--- src/rtl/ulpi_reg_access.sv ---
// ULPI immediate register read/write engine: issues TX CMD / data / STP to the PHY,
// handles turnaround on reads, retries on PHY bus takeover and enforces a per-request timeout.
//
// state    | meaning
// IDLE     | waiting for a request while the PHY does not own the bus
// WR_CMD   | driving register-write command, waiting for nxt
// WR_DATA  | driving write data, waiting for nxt
// WR_STP   | one-cycle stp with idle data
// RD_CMD   | driving register-read command, waiting for nxt
// RD_TURN1 | bus released, waiting for PHY to take dir
// RD_DATA  | capturing register data from the PHY
// RD_TURN2 | waiting for PHY to release dir
// ABORT    | PHY took the bus mid-command, waiting to retry
// DONE     | one-cycle completion with status
module ulpi_reg_access #(
  parameter int RETRY_MAX      = 3,
  parameter int TIMEOUT_CYCLES = 255
) (
  input  logic       i_clk,
  input  logic       i_rst,
  input  logic       i_req,
  input  logic       i_we,
  input  logic [5:0] i_addr,
  input  logic [7:0] i_wdata,
  output logic       o_busy,
  output logic       o_ack,
  output logic       o_err,
  output logic [7:0] o_rdata,
  input  logic       i_dir,
  input  logic       i_nxt,
  output logic       o_stp,
  input  logic [7:0] i_data,
  output logic [7:0] o_data,
  output logic       o_data_oe
);

  localparam int RW = $clog2(RETRY_MAX + 2);
  localparam int TW = (TIMEOUT_CYCLES > 1) ? $clog2(TIMEOUT_CYCLES + 1) : 1;

  typedef enum logic [3:0] {
    IDLE, WR_CMD, WR_DATA, WR_STP, RD_CMD, RD_TURN1, RD_DATA, RD_TURN2, ABORT, DONE
  } state_t;

  state_t        state_q, state_d;
  logic          we_q;
  logic [5:0]    addr_q;
  logic [7:0]    wdata_q;
  logic [RW-1:0] retry_q, retry_d;
  logic [TW-1:0] tmo_q, tmo_d;
  logic          err_q, err_d;
  logic [7:0]    rdata_q, rdata_d;
  logic          accept;
  logic          drive;
  logic [7:0]    tx_byte;

  always_ff @(posedge i_clk or posedge i_rst) begin
    if (i_rst) begin
      state_q <= IDLE;
      we_q    <= 1'b0;
      addr_q  <= 6'h00;
      wdata_q <= 8'h00;
      retry_q <= '0;
      tmo_q   <= '0;
      err_q   <= 1'b0;
      rdata_q <= 8'h00;
    end else begin
      state_q <= state_d;
      retry_q <= retry_d;
      tmo_q   <= tmo_d;
      err_q   <= err_d;
      rdata_q <= rdata_d;
      if (accept) begin
        we_q    <= i_we;
        addr_q  <= i_addr;
        wdata_q <= i_wdata;
      end
    end
  end

  always_comb begin
    state_d = state_q;
    retry_d = retry_q;
    tmo_d   = tmo_q;
    err_d   = err_q;
    rdata_d = rdata_q;
    accept  = 1'b0;

    // Down-counting timeout over every cycle spent between acceptance and DONE
    if (state_q != IDLE && state_q != DONE && tmo_q != '0)
      tmo_d = tmo_q - TW'(1);

    case (state_q)
      IDLE: begin
        if (i_req && !i_dir) begin
          accept  = 1'b1;
          retry_d = '0;
          tmo_d   = TW'(TIMEOUT_CYCLES - 1);
          err_d   = 1'b0;
          state_d = i_we ? WR_CMD : RD_CMD;
        end
      end
      WR_CMD, WR_DATA, RD_CMD: begin
        if (i_dir) begin
          state_d = ABORT;
          retry_d = retry_q + RW'(1);
        end else if (i_nxt) begin
          case (state_q)
            WR_CMD:  state_d = WR_DATA;
            WR_DATA: state_d = WR_STP;
            default: state_d = RD_TURN1;
          endcase
        end
      end
      WR_STP:   state_d = DONE;
      RD_TURN1: if (i_dir) state_d = RD_DATA;
      RD_DATA: begin
        rdata_d = i_data;
        state_d = RD_TURN2;
      end
      RD_TURN2: if (!i_dir) state_d = DONE;
      ABORT: begin
        // Exhaustion does not need the bus back, so fail without waiting on dir
        if (retry_q > RW'(RETRY_MAX)) begin
          state_d = DONE;
          err_d   = 1'b1;
        end else if (!i_dir) begin
          state_d = we_q ? WR_CMD : RD_CMD;
        end
      end
      DONE:    state_d = IDLE;
      default: state_d = IDLE;
    endcase

    if (state_q != IDLE && state_q != DONE && tmo_q == '0) begin
      state_d = DONE;
      err_d   = 1'b1;
    end
  end

  always_comb begin
    drive   = 1'b0;
    tx_byte = 8'h00;
    case (state_q)
      WR_CMD:  begin drive = 1'b1; tx_byte = {2'b10, addr_q}; end
      WR_DATA: begin drive = 1'b1; tx_byte = wdata_q;         end
      WR_STP:  begin drive = 1'b1; tx_byte = 8'h00;           end
      RD_CMD:  begin drive = 1'b1; tx_byte = {2'b11, addr_q}; end
      default: begin drive = 1'b0; tx_byte = 8'h00;           end
    endcase
  end

  // dir gates the output enable without a register so the link never fights the PHY
  assign o_data_oe = drive & ~i_dir;
  assign o_data    = o_data_oe ? tx_byte : 8'h00;
  assign o_stp     = (state_q == WR_STP);
  assign o_busy    = (state_q != IDLE);
  assign o_ack     = (state_q == DONE);
  assign o_err     = (state_q == DONE) & err_q;
  assign o_rdata   = rdata_q;

endmodule

--- config.mk ---
export PLATFORM = sky130hd
export DESIGN_NAME = ulpi_reg_access
export DESIGN_NICKNAME = d
export VERILOG_FILES = /design/src/rtl/ulpi_reg_access.sv
export SDC_FILE = /design/constraint.sdc
export NUM_CORES = 1
export LEC_CHECK = 0
export BUFFER_PORTS_ARGS = -buffer_cell sky130_fd_sc_hd__buf_2
export CORE_UTILIZATION = 50
export DETAILED_ROUTE_END_ITERATION = 7
export GPL_TIMING_DRIVEN = 1
export PLACE_DENSITY = 0.83
export SYNTH_ARGS = -nofsm -noshare
export SYNTH_HDL_FRONTEND = slang
export SYNTH_SLANG_ARGS = --single-unit
export TNS_END_PERCENT = 30
--- constraint.sdc ---
create_clock -name i_clk -period 3 [get_ports i_clk]
set_clock_uncertainty 0.1 [all_clocks]
set_input_delay 0.6 -clock i_clk [delete_from_list [all_inputs] [get_ports i_clk]]
set_output_delay 0.6 -clock i_clk [all_outputs]
set_load 0.02 [all_outputs]
# After elaboration in Yosys (flattened, before gate mapping)
# Cells that the tools add are included.
# Widths: inputs -> output; s select.
word_totals:
  regBits: 39
  elab_cells: 75
classes:
  n_addsub: 2
  n_lt_le_gt_ge: 1
  eq_ne: 18
  n_mux: 27
  n_bitwise: 3
  reduce_logical: 16
op_table:
  columns: ["cell", "n"]
  rows:
  - ["$mux 4", 8]
  - ["$mux 8", 4]
  - ["$pmux 4 s7", 1]
  - ["$pmux 8 s3", 1]
  - ["$eq 4x3->1 const B", 4]
  - ["$mux 3", 4]
  - ["$ne 3x3->1 const B", 4]
  - ["$ne 4x4->1 const B", 3]
  - ["$pmux 3 s2", 2]
  - ["$eq 4x2->1 const B", 2]
  - ["$eq 4x4->1 const B", 2]
  - ["$logic_not 8->1", 1]
  - ["$reduce_bool 8->1", 1]
  - ["$sub 8x1->8 const B", 1]
  - ["$mux 1", 6]
  - ["$reduce_and 3->1", 2]
  - ["$reduce_and 5->1", 1]
  - ["$eq 4x1->1 const B", 1]
  - ["$logic_and 1x1->1", 4]
  - ["$logic_not 4->1", 1]
  - ["$ne 2x2->1 const B", 2]
  - ["$reduce_bool 4->1", 1]
  - ["$reduce_or 4->1", 1]
  - ["$add 3x1->3 const B", 1]
  - ["8 further kinds", 9]

# Depth between registers and ports, before layout
logic_depth:
  ltp_word: 6
  mapped_depth: 8
  mapped_depth_nobuf: 7

# Worst setup path before layout
# No wires, ideal clock.
synth_timing:
  path_type: "input to output"
  start: "input port i_dir"
  end: "output port o_data[6]"
  t_arrival_ps: 1706
  t_required_ps: 2300
  slack_ps: 594
  cell_stages: 3
  path_cell_list: "clkbuf_1 clkbuf_1 nor4_1"
synth_between:
  elab_chain_len: 3
synth_rtl:
  columns: ["item", "line", "text"]
  rows:
  - ["start: declaration", "29", "input logic i_dir,"]
  - ["$not 1->1", "153", "assign o_data_oe = drive & ~i_dir;"]
  - ["$and 1x1->1", "153", null]
  - ["$mux 8", "154", "assign o_data = o_data_oe ? tx_byte : 8'h00;"]
  - ["end: declaration", "33", "output logic [7:0] o_data,"]
# No other way between the ends.

# Worst setup path after layout
layout_timing:
  start: "register state_q[1]"
  end: "output port o_data[1]"
layout_between:
  elab_chain_len: 5
layout_rtl:
  columns: ["item", "line", "text"]
  rows:
  - ["start: declaration", "44", "state_t state_q, state_d;"]
  - ["start signal: assignment", "67", "state_q <= state_d;"]
  - ["$eq 4x2->1, or another cell as far along", "143", "case (state_q)"]
  - ["$reduce_or 4->1 (no source line)", null, null]
  - ["$mux 1", "143", null]
  - ["$and 1x1->1", "153", null]
  - ["$mux 8 (*)", "154", null]
# Every way passes the cells marked *; elsewhere a longest branch is shown, timed or not.

==> flow_summary.ini <==
[critical_path]
crit_arrival_ps = 2060
cp-end-kind = output pin
criticalPathCategory = flip-flop to output pin
cp.required_ps = 2300
r2r_slack_ps = 520
slowest_stage = dfrtp_1
critical-path-top-delay-family = simple AND/OR/NAND/NOR gates
path_max_fanout = 10
slowest_delay_ps = 530
path_cells = inv_1 -> nor4_4 -> a22oi_1 -> nor2_1 -> buf_2
cp-start-kind = flip-flop
crit_buf_inv = 2

[synth]
synth_edf_count = 0
synthMuxAreaShare = 0.0404
ys_types = 52
ys_seq_area_frac = 0.438
synth-async-reset-ratio = 1.00
syn_area_per_cell_um2 = 9.44
synth_warnings = 0
synth_common_cells = nand2_1 (54), dfrtp_1 (39), nor2_1 (18)
syn_nets = 268
synth_simple_gate_area_frac = 0.270
synth_seq_cells = 39
synth.most_common_cell = nand2_1
netlist_instances = 236
syn_area_mm2 = 0.00223
synth_fa_ha_area_frac = 0.0225
synthXorXnorAreaFrac = 0.0275
synth-compound-area-share = 0.141
synth_top_family_by_area = simple AND/OR/NAND/NOR gates
synth_ff_type = dfrtp_1
yosys.area.top_type = dfrtp_1
synth_top_area_share = 0.438
synth_area_leaders = dfrtp_1 (44%), nand2_1 (9.1%), mux2_2 (4.0%)

[global_route]
grt_max_degree = 40
overflow = 0
grtUsageTotal = 0.230
antenna_found_initial = 0
first_global_vias = 1692
grt_pass1_wl_mm = 7.94

[detailed_routing]
drt_iter0_drc = 166
routed_wl_mm = 4.83
antenna_left = 0
wl_per_cell_um = 14.6
first_pass_iters = 4
drt-vias-per-instance = 5.61
via_count = 1864
drc = 0

[floorplanning]
die_w_um = 68.7
initial_core_util = 0.537
ios = 49
core-area_mm2 = 0.00414
die_y_um = 68.7
num_rows = 23
die_area_mm2 = 0.00473

[sta]
worst_pin_slew_ps = 831
fmax_mhz = 362
rsz0062_at_grt = false
final.min_clock_period_ps = 2760
setup_viol = 0
slew_viol_final = 0
hold_violations = 0
min_period_over_period = 0.921
tns_ps = 0
slew_headroom = 0.446

[clocking]
htreeDepth = 2
cts_tree = built
clk_pin_slew_ps = 80
cts_buffer_depth = 2
hold_buffers = 0
cts.repair.resized = 0
cts_sinks = 39
cts_buffers = 5
cts_root_buf = clkbuf_8
clock_latency_ps = 300
cts_setup_buffers = 0

[cells_and_area]
areaGrowthSynthToFinish_pct = 15.9
finish.utilization = 0.623
final_layout_size_suffix_gt1_frac = 0.298
antenna_cells = 0
fin_cells = 332
nets = 313

[placement]
place_inst = 324
dpl.hpwl_mm = 3.36
port_buffers = 48
place_congestion = 0.822

[power_and_ir_drop]
power.net_switching_w = 0.00118
swShare = 0.436
p_leak_nw = 1.24
power_frac_comb = 0.469
power_density_mw_per_mm2 = 1050
seqPwrFrac = 0.364
p_int_w = 0.00153
ir_drop_v = 0.000467
clockPowerShare = 0.168

[job]
drv_cap = 0

[hold_path]
hold_class = input pin to asynchronous set/reset pin

[outcome]
outcome = finished clean
## cell families after synthesis
| group | after synthesis |
|---|---|
| AND/OR/NAND/NOR | 111 |
| AO/OA/AOI/OAI | 43 |
| flip-flops | 39 |
| buffers and inverters | 24 |
| multiplexers | 8 |
| XOR/XNOR | 7 |
| adder cells (fa/ha/maj) | 4 |
## metrics by stage
stage	hold slack (ps)	worst slack [ps]	power (W)	instance area, um2
global placement	362	603	0.00219	2460
CTS	320	208	0.00272	2580
detailed placement	364	547	0.00225	2460
floorplan	345	594	0.00197	2230
finish	306	238	0.00272	2580
global route	370	82.4	0.00293	2580
## final timing paths
check                                start          to  cells after the start
worst max register to register  state_q[0]  retry_q[2]                      6
min in group i_clk               addr_q[3]   addr_q[3]                      2
worst min-delay path                 i_rst  o_rdata[4]                      3
worst min register to register   addr_q[3]   addr_q[3]                      2
worst max-delay path            state_q[1]   o_data[1]                      5
max in group asynchronous            i_rst  state_q[2]                      3
## sequential cells by signal, summed over array words and instances (netlist names)
register,flops
o_rdata,8
addr_q,6
state_q,4
we_q,1
tmo_q,8
retry_q,3
wdata_q,8
err_q,1
## worst min-delay path, stage by stage
cell	delay, ps
buf_2	90
inv_1	40
buf_4	420
## layer usage
metal / GRT usage / vias up / routed length, um
met1: 0.300 / 896 / 2170
met4: 0.0816 / 0 / 103
met5: 0 / - / 0
met3: 0.0707 / 12 / 247
li1: - / 900 / -
met2: 0.360 / 56 / 2310
## layout by cell type (no fill, tap or decap), types with 2 or more instances in the layout
cell type / Yosys / final
nand2_1: 54 / 54
buf_2: 6 / 48
dfrtp_1: 39 / 38
nor2_1: 18 / 18
inv_1: 10 / 10
mux2_2: 8 / 8
a21oi_1: 8 / 8
o21ai_0: 7 / 7
xnor2_1: 6 / 6
a22oi_1: 6 / 6
clkbuf_8: 0 / 6
nor3_1: 4 / 4
nand3_1: 4 / 4
nor4_1: 4 / 4
ha_1: 4 / 4
buf_4: 2 / 4
nor4_4: 3 / 3
nand2b_1: 3 / 3
o211ai_1: 3 / 3
nor2b_1: 3 / 3
or3_1: 2 / 2
nor3b_1: 2 / 2
a21o_1: 2 / 2
and2_1: 2 / 2
and3_1: 2 / 2
a211oi_1: 2 / 2
a31oi_1: 2 / 2
## area by class of cell
| type | count | area [um2] |
|---|---|---|
| fillers | 360 | 1560 |
| multi-input cells | 173 | 1120 |
| flip-flops and latches | 39 | 977 |
| repair buffers | 52 | 270 |
| clock buffers | 6 | 82.6 |
| well taps | 50 | 62.6 |
| inverters | 10 | 37.5 |
| clock inverters | 2 | 35.0 |
## power groups by stage
stage	Combinational, W	Sequential (W)	Clock [W]
global placement	0.00121	0.000980	0
global route	0.00142	0.00102	0.000491
floorplan	0.00103	0.000942	0
detailed placement	0.00126	0.000988	0
finish	0.00127	0.000988	0.000456
CTS	0.00127	0.000982	0.000471
No activity file was read; power rests on OpenSTA's default activity.
